$ cat config.mk
export PLATFORM = sky130hd
export DESIGN_NAME = lcd_frame_scheduler
export DESIGN_NICKNAME = d
export VERILOG_FILES = /design/src/rtl/lcd_frame_scheduler.sv
export SDC_FILE = /design/constraint.sdc
export NUM_CORES = 1
export LEC_CHECK = 0
export BUFFER_PORTS_ARGS = -buffer_cell sky130_fd_sc_hd__buf_4
export CAP_MARGIN = 5
export CORE_AREA = 2 2 164 166
export CTS_CLUSTER_DIAMETER = 80
export CTS_CLUSTER_SIZE = 10
export DETAILED_ROUTE_END_ITERATION = 8
export DIE_AREA = 0 0 166 168
export GPL_TIMING_DRIVEN = 0
export SETUP_SLACK_MARGIN = 0.5
export SYNTH_ARGS = -nofsm -noshare
export SYNTH_HDL_FRONTEND = slang
export SYNTH_SLANG_ARGS = --single-unit
$ cat constraint.sdc
create_clock -name clk -period 1.7 [get_ports clk]
set_input_delay 0.255 -clock clk [delete_from_list [all_inputs] [get_ports clk]]
set_output_delay 0.255 -clock clk [all_outputs]
set_load 0.01 [all_outputs]
$ cat src/rtl/lcd_frame_scheduler.sv
// lcd_frame_scheduler: arbitrates two requesters for the hex display word
// and swaps the word only in the single cycle after the last pixel of a
// frame, so the decoded digits never tear mid-frame.
module lcd_frame_scheduler #(
    parameter int C_data_len = 128,
    parameter int C_width    = 240,
    parameter int C_height   = 240,
    parameter int C_cnt_bits = 16
) (
    input  logic                  clk,
    input  logic                  resn,
    input  logic [7:0]            x,
    input  logic [7:0]            y,
    input  logic                  next_pixel,
    input  logic                  req_a,
    input  logic [C_data_len-1:0] data_a,
    output logic                  ack_a,
    input  logic                  req_b,
    input  logic [C_data_len-1:0] data_b,
    output logic                  ack_b,
    output logic [C_data_len-1:0] display,
    output logic                  owner,
    output logic                  frame_start,
    output logic [C_cnt_bits-1:0] frame_count,
    output logic                  resync
);

    typedef enum logic [1:0] {IDLE, SCAN, SWAP} state_t;

    localparam logic [7:0] LAST_X = 8'(C_width - 1);
    localparam logic [7:0] LAST_Y = 8'(C_height - 1);

    state_t state, state_nxt;
    logic   first, last;
    logic   fs_nxt, rs_nxt;
    logic   grant_a, grant_b;

    // Frame boundary qualifiers; only meaningful while a pixel is fetched.
    assign first = next_pixel && (x == 8'd0)   && (y == 8'd0);
    assign last  = next_pixel && (x == LAST_X) && (y == LAST_Y);

    // Next-state, pulse and grant decode. Grants exist only in SWAP; on a
    // tie the requester that did not win last time gets the word.
    always_comb begin
        state_nxt = state;
        fs_nxt    = 1'b0;
        rs_nxt    = 1'b0;
        grant_a   = 1'b0;
        grant_b   = 1'b0;
        case (state)
            IDLE: begin
                if (first) begin
                    state_nxt = SCAN;
                    fs_nxt    = 1'b1;
                end
            end
            SCAN: begin
                if (last) begin
                    state_nxt = SWAP;
                end else if (first) begin
                    // Raster restarted early: re-align, keep the word.
                    fs_nxt = 1'b1;
                    rs_nxt = 1'b1;
                end
            end
            SWAP: begin
                state_nxt = IDLE;
                grant_a   = req_a && (!req_b || owner);
                grant_b   = req_b && (!req_a || !owner);
            end
            default: state_nxt = IDLE;
        endcase
    end

    // State register.
    always_ff @(posedge clk or negedge resn) begin
        if (!resn) state <= IDLE;
        else       state <= state_nxt;
    end

    // Display word, ownership, pulses and frame counter.
    always_ff @(posedge clk or negedge resn) begin
        if (!resn) begin
            display     <= '0;
            owner       <= 1'b1;
            ack_a       <= 1'b0;
            ack_b       <= 1'b0;
            frame_start <= 1'b0;
            resync      <= 1'b0;
            frame_count <= '0;
        end else begin
            ack_a       <= grant_a;
            ack_b       <= grant_b;
            frame_start <= fs_nxt;
            resync      <= rs_nxt;
            if (grant_a) begin
                display <= data_a;
                owner   <= 1'b0;
            end else if (grant_b) begin
                display <= data_b;
                owner   <= 1'b1;
            end
            // A frame completes on every SWAP, granted or not.
            if (state == SWAP) frame_count <= frame_count + 1'b1;
        end
    end

endmodule

After elaboration in Yosys (flattened, before gate mapping)
Cells that the tools add are included.
{"block": "op_classes", "n_reduce_logical": 16, "muxes": 13, "add_sub_neg": 1, "n_eq_ne": 6}
{"operator": "two-way mux 128 bit", "n": 2}
{"operator": "adder 16 x 1 -> 16 bit, second input constant", "n": 1}
{"operator": "equality test 8 bit, second input constant", "n": 2}
{"operator": "zero test 8 bit", "n": 2}
{"operator": "two-way mux 1 bit", "n": 7}
{"operator": "logical AND 1 bit", "n": 6}
{"operator": "two-way mux 2 bit", "n": 2}
{"operator": "inequality test 2 bit, second input constant", "n": 2}
{"operator": "one-hot mux 2 bit (2 select lines)", "n": 1}
{"operator": "zero test 1 bit", "n": 3}
{"operator": "equality test 2 x 1 -> 1 bit, second input constant", "n": 1}
{"operator": "equality test 2 bit, second input constant", "n": 1}
{"operator": "zero test 2 bit", "n": 1}
{"operator": "logical OR 1 bit", "n": 2}
{"operator": "one-hot mux 1 bit (2 select lines)", "n": 1}
{"operator": "AND reduction 2 bit", "n": 1}
{"operator": "nonzero test 2 bit", "n": 1}
{"block": "word_totals", "reg_bits": 151, "input_bits": 277, "word_cells": 44}

Depth between registers and ports, before layout
Gate-level depths: netlist (run 1).
{"block": "depth", "depth_word": 6, "mapped_depth": 7}

Worst setup path before layout (run 1)
OpenSTA, ideal clock, no wires.
{"block": "synth_timing", "kind": "register -> register", "start": "reg frame_count[0]", "end": "reg frame_count[12]", "setup_time_ps": 126, "path_slack_ps": 225, "required_ps": 1574, "arrival_ps": 1349, "stages_incl_launch_ff": 6, "cell_sequence": "dfrtp_1 ha_1 nand3b_1 nor4_2 nand3_1 xnor2_1"}
{"block": "synth_between", "elab_chain_len": 1}
{"element": "from (decl)", "line": "24", "text": "output logic [C_cnt_bits-1:0] frame_count,"}
{"element": "from (signal assigned)", "line": "104", "text": "if (state == SWAP) frame_count <= frame_count + 1'b1;"}
{"element": "adder 16 x 1 -> 16 bit", "line": "104"}
Every way passes these cells.
A chain may end at the register's enable or synchronous reset.

Final worst setup path (run 1)
{"block": "layout_timing", "start": "reg owner", "end": "reg display[73]"}
{"block": "layout_between", "elab_chain_len": 5, "word_cells_on_any_way": 9, "classes_between": "mux (3); reduce/logical (6)"}
{"element": "from (decl)", "line": "22", "text": "output logic owner,"}
{"element": "from (signal assigned)", "line": "85", "text": "owner <= 1'b1;"}
{"element": "from (signal assigned)", "line": "98", "text": "owner <= 1'b0;"}
{"element": "from (signal assigned)", "line": "101", "text": "owner <= 1'b1;"}
{"element": "zero test 1 bit", "line": "69", "text": "grant_b = req_b && (!req_a || !owner);"}
{"element": "logical OR 1 bit", "line": "69"}
{"element": "logical AND 1 bit", "line": "69"}
{"element": "two-way mux 1 bit", "line": "50", "text": "case (state)"}
{"element": "nonzero test 2 bit (no source line)"}
{"element": "to (signal assigned)", "line": "97", "text": "display <= data_a;"}
{"element": "to (signal assigned)", "line": "100", "text": "display <= data_b;"}
{"element": "to (decl)", "line": "21", "text": "output logic [C_data_len-1:0] display,"}
Several ways; a longest one is shown, not always the timed one.

==> impl_metrics.csv, run 1 <==
group,metric,value,unit
setup_path,crit_type,"flop to flop",
power_and_ir_drop,seqPwrFrac,41.8,%
grt,first_global_vias,7590,
grt,antenna_found_initial,0,
clocking,clock_sinks,151,
routing,drt_iter0_drc,344,
sta,relSlewSlack,58.3,%
final_layout,drive_gt1_share,48.8,%
synthesis,synthTopCellsByArea,"dfrtp_1 55%, nand2_1 14%, a31oi_1 12%, nor2_1 7.5%, buf_2 2.8%",
final_layout,utilization,49.1,%
sta,worstMarginPinSlew,0.626,ns
synthesis,synth_area_leader_cell,"dfrtp_1",
synthesis,synth_area,6880,sq um
sta,post-route-min-period,1.56,ns
setup_path,crit_path_end_kind,"flop",
grt,grt_max_degree,79,
outcome,violations,"negative hold slack",
sta,setup_viol,0,
clocking,cts-buffers-inserted,17,
sta,fmax,639,MHz
final_layout,stdcell_count,1668,
setup_path,crit_fanout,10,
floorplanning,dieArea,27900,sq um
final_layout,layout_common_cells,"365 x buf_4, 235 x nand2_1, 166 x buf_6",
setup_path,crit_required,2.06,ns
power_and_ir_drop,peakVddDrop,0.629,mV
synthesis,seq_area_frac_synth,54.9,%
floorplanning,io_pins,426,
synthesis,yosys.area.top_type_share,54.5,%
synthesis,syn_inst,789,
clocking,clockRootBuffer,"clkbuf_16",
final_layout,fin_nets,1592,
worst_hold_path,worst_hold_path_type,"input pin to asynchronous set/reset pin",
place,port_buffers,425,
routing,drc,0,
grt,use_met3,5.88,%
grt,grt_overflow,0,
grt,busiest_layer,"met2",
setup_path,arrival,1.92,ns
sta,min_period_over_period,92.0,%
sta,finalClockSkew,0.0142,ns
final_layout,area_growth_syn_to_layout,87.9,%
clocking,clk-insertion-delay-late,0.42,ns
power_and_ir_drop,powerDensity,745,nW/um^2
grt,grtUsageMet1,24.6,%
outcome,status,"complete, but fails checks",
routing,ant_nets,0,
place,dp.cells,1556,
synthesis,yosysWarnings,0,
synthesis,ys_ff_latch,151,
synthesis,yosys.cell_types.count,35,
synthesis,syn-num-nets,1067,
power_and_ir_drop,switching_share,26.0,%
power_and_ir_drop,clkPwrFrac,40.0,%
power_and_ir_drop,power_frac_comb,18.2,%
grt,met2_usage,36.4,%
floorplanning,die_x,166,um
grt,track_usage,20.6,%
clocking,cts.htree.levels,4,
routing,drtPass1Iterations,4,
clocking,clk_pin_slew,0.08,ns
power_and_ir_drop,p_int,7.13,mW
power_and_ir_drop,static-leakage-power,6.42,nW
power_and_ir_drop,p_sw,2.51,mW
clocking,clock_path_buffers,2,
grt,grt_first_pass_wirelength,44.1,mm
sta,hold_viol,72,
routing,via_count,7790,
synthesis,postSynthAreaPerCell,8.72,sq um
final_layout,nFillCells,2521,
run,drv_cap,0,
place,dp_hpwl,22.4,mm
routing,vias_per_cell,4.67,
floorplanning,core_area,26400,sq um
setup_path,worstRegToRegCells,7,
sta,fin_hold_ws,-0.235,ns
routing,wl_per_cell,19.0,um
clocking,cts_tree,"yes",
floorplanning,initial_core_util,26.1,%
final_layout,mostFrequentLayoutCell,"buf_4",
final_layout,antennaDiodeCount,0,
sta,slew_violations,0,
sta,rsz0062_at_grt,"true",
setup_path,cp-start-kind,"flop",
floorplanning,rows,60,
routing,routed_wirelength,31.6,mm
floorplanning,die_y,168,um
place,gp_congestion,0.846,
[flip-flops by register name, indices dropped and copies added, names as in the netlist]
signal and flops:
display 128, ack_b 1, ack_a 1, frame_count 16
owner 1, state 2, frame_start 1, resync 1
[layout make-up]
type / count / area (sq um) / share of cell area, %
Clock inverter: 12 / 141 / 1.09
Sequential cell: 151 / 3790 / 29.3
Tap cell: 341 / 427 / 3.30
Clock buffer: 20 / 437 / 3.38
Buffer: 56 / 623 / 4.82
Timing Repair Buffer: 506 / 4570 / 35.4
Multi-Input combinational cell: 579 / 2910 / 22.5
Inverter: 3 / 23.8 / 0.184
[power groups by stage]
stage	registers (mW)	logic [mW]	clock network [mW]
floorplan	4.14	0.289	0
global placement	4.04	1.48	0
detailed placement	4.04	1.50	0
CTS	3.98	1.50	3.95
global route	4.04	1.89	4.10
finish	4.02	1.76	3.85
[metal layers]
metal  vias up  part of all wire [%]
met3        24                   7.7
met5         -                     0
li1       3696                     -
met4         0                   1.9
met1      3712                    39
met2       358                    51
[kinds of logic after synthesis]
logic type | Yosys count | synth area share [%]
adders and majority gates | 1 | 0.182
DFF | 151 | 54.9
buffers and inverters | 59 | 5.93
muxes | 1 | 0.164
and+or+nand+nor | 431 | 24.9
xor gates and xnor gates | 15 | 1.91
AOI/OAI and AO/OA | 131 | 11.9
[final timing paths]
kind,from,slack [ns],endpoint
max reg2reg,owner,0.14,display[73]
min in group clk,data_a[74],0.08,display[74]
min reg2reg,frame_count[3],0.54,frame_count[3]
min,resn,-0.24,display[73]
max,owner,0.14,display[73]
max in group asynchronous,resn,1.09,display[66]
[worst max-delay path, stage by stage, from the launching register on]
cell and delay, ns:
dfstp_2 0.54, nand2b_4 0.12, nand3_4 0.13, clkinv_8 0.11
buf_6 0.16, buf_8 0.14, nand2_1 0.11, a31oi_1 0.17
[synth_stat cells]
master	count
buf_8	11
nor2_1	137
inv_2	1
nand2b_1	2
buf_2	38
or2_2	1
nand2_1	263
buf_6	1
a31oi_1	128
a21oi_1	1
nor4_1	3
buf_4	2
nand4_1	6
xor2_1	6
nand3_2	1
nor4_2	2
nand3_1	7
and4_1	1
clkbuf_1	3
dfrtp_1	150
nor3_1	1
and3_1	2
and2b_1	1
a31o_2	1
xnor2_1	9
nor3b_1	1
ha_1	1
inv_1	2
dfstp_2	1
nand3b_1	1
buf_1	1
o21a_1	1
mux2_2	1
nand2b_4	1
or4_1	1
[per-stage QoR]
step	area [sq um]	total power [mW]	TNS, ns	setup slack, ns
2_1_floorplan	6940	4.43	0	0.332
3_3_place_gp	10600	5.51	-93.77	-0.633
3_5_place_dp	10600	5.54	-22.25	-0.316
4_1_cts	11400	9.43	0	0.0934
5_1_grt	12900	10.0	0	0.0455
6_report	12900	9.63	0	0.136
[what timing repair did]
item,in CTS,in global routing
setup endpoints to repair,289,293
pin swaps,3,77
resized for setup,53,231
endpoints found under the hold margin,72,72
setup buffers,5,66
cloned,1,8
Power figures use the tool's default switching activity.
==> run 2, diff against run 1 <==
==> constraint.sdc (replaced) <==
create_clock -name clk -period 1.7 [get_ports clk]
set_input_delay 0.085 -clock clk [delete_from_list [all_inputs] [get_ports clk]]
set_output_delay 0.085 -clock clk [all_outputs]
set_load 0.01 [all_outputs]
==> impl_metrics.csv, run 2 (synthesis gave the netlist of run 1 again) <==
group,metric,value,unit
outcome,status,"finished clean",
place,dp_hpwl,20.8,mm
setup_path,crit_family,"flip-flops",
final_layout,layout_common_cells,"464 x buf_4, 263 x dlygate4sd3_1, 179 x nand2_1",
worst_hold_path,worst_hold_path_type,"input pin to flop",
floorplanning,io_pins,426,
power_and_ir_drop,static-leakage-power,7.39,nW
floorplanning,die_x,166,um
sta,worstMarginPinSlew,0.482,ns
routing,routed_wirelength,34.8,mm
floorplanning,rows,60,
routing,drc,0,
clocking,cts.htree.levels,4,
routing,wl_met2,17.5,mm
routing,vias_per_cell,4.78,
final_layout,fin_nets,1811,
power_and_ir_drop,peakVddDrop,0.523,mV
final_layout,regMostFlops,"display",
setup_path,crit_slowest_cell,"dfstp_2",
sta,hold_viol,0,
grt,track_usage,22.6,%
setup_path,cp-start-kind,"flop",
grt,first_global_vias,9430,
clocking,clock_sinks,151,
setup_path,crit_required,2.03,ns
clocking,clock_path_buffers,2,
routing,drtPass1Iterations,5,
sta,finalClockSkew,0.00879,ns
floorplanning,initial_core_util,26.1,%
floorplanning,dieArea,27900,sq um
clocking,clk-insertion-delay-late,0.42,ns
power_and_ir_drop,power,9.64,mW
final_layout,reg_top3,"display: 128 flops, frame_count: 16 flops, state: 2 flops",
setup_path,crit_fanout,5,
grt,grt_first_pass_wirelength,50.3,mm
clocking,clockRootBuffer,"clkbuf_16",
routing,m1WireLength,14.1,mm
grt,grt_overflow,0,
grt,grt_max_degree,83,
sta,post-route-min-period,1.62,ns
floorplanning,core_area,26400,sq um
routing,drt_iter0_drc,580,
place,dpl-instance-area,10600,sq um
setup_path,crit_path_end_kind,"flop",
sta,min_period_over_period,95.3,%
place,port_buffers,425,
routing,top_layer_used,"met4",
power_and_ir_drop,powerDensity,641,nW/um^2
routing,via_count,9014,
sta,slew_violations,0,
sta,fmax,617,MHz
final_layout,mostFrequentLayoutCell,"buf_4",
final_layout,drive_gt1_share,42.9,%
grt,antenna_found_initial,0,
setup_path,crit_chain,"nand2b_4 -> nand3_4 -> clkinv_4 -> buf_12 -> buf_16 -> clkbuf_16 -> nand2_2 -> a31oi_1",
clocking,cts_tree,"yes",
sta,setup_viol,0,
setup_path,crit_type,"flop to flop",
sta,relSlewSlack,67.9,%
routing,met3_length,1.99,mm
floorplanning,die_y,168,um
place,gp_congestion,0.855,
run,drv_cap,0,
setup_path,path_buf_inv,4,
routing,ant_nets,0,
final_layout,fin_area,15000,sq um
clocking,cts-buffers-inserted,17,
clocking,clk_pin_slew,0.07,ns
routing,wl_per_cell,18.5,um
setup_path,arrival,1.95,ns
final_layout,area_growth_syn_to_layout,118,%
setup_path,slowest_delay,0.53,ns
sta,rsz0062_at_grt,"true",
final_layout,largest_reg_flops,128,
-- run 2: changes by cell type in the layout (fill, tap and decap cells not counted), sizes merged --
cell / before / now
inv: 7 / 6
diode: 0 / 1
clkinv: 1 / 2
buf: 552 / 498
bufinv: 2 / 0
dlygate4sd3: 0 / 263
clkinvlp: 5 / 7
clkbuf: 30 / 39
-- run 2: worst paths after layout --
| kind | start | to | slack, ns | depth (start not counted) |
|---|---|---|---|---|
| max | owner | display[116] | 0.08 | 8 |
| min | y[2] | frame_start | 0.01 | 4 |
| max reg2reg | owner | display[116] | 0.08 | 8 |
| min reg2reg | frame_count[15] | frame_count[15] | 0.48 | 1 |
| max in group asynchronous | resn | display[91] | 0.69 | 3 |
| min in group asynchronous | resn | display[32] | 0.22 | 2 |
-- run 2: layer usage --
layer	global-route usage, %	up-vias
met1	27.8	4367
met5	0	-
met2	38.8	418
li1	-	4149
met3	4.75	80
met4	9.41	0
-- run 2: area by class of cell --
type	instances	area [sq um]
fillers	2129	11300
clock inverters	12	96.3
well taps	341	427
plain buffers	56	581
repair buffers	725	6410
inverters	3	16.3
flip-flops and latches	151	3780
multi-input cells	579	3290
diodes	1	2.50
clock buffers	19	433
-- run 2: power breakdown --
group          switching [mW]  total, mW  internal [mW]
clock                    1.68       3.56           1.88
combinational           0.815       2.09           1.28
sequential              0.151       3.99           3.84
-- run 2: worst min-delay path: cells and delay by family --
kind | cells | cell delay, ns
AND/OR/NAND/NOR | 3 | 0.22
buffers and inverters | 1 | 0.08
-- run 2: what timing repair did --
action                                  in CTS  in global routing
pin swaps                                   13                173
cloned                                       3                 10
hold buffers                               262                  1
buffers inserted                             6                 17
hold endpoints to repair                   200                  1
resized for setup                           40                175
endpoints found under the setup margin     140                181
-- run 2: stage by stage --
step	worst slack (ns)	util [%]	TNS [ns]	hold slack, ns	cells
floorplan	0.332	-	0	-0.211	789
global placement	-0.501	40.1	-65.83	0.350	1555
detailed placement	-0.243	40.2	-16.79	0.0834	1556
CTS	0.0731	53.1	0	-0.0771	1858
global route	0.0163	57.1	0	0.0181	1886
finish	0.0796	57.1	0	0.0138	1887
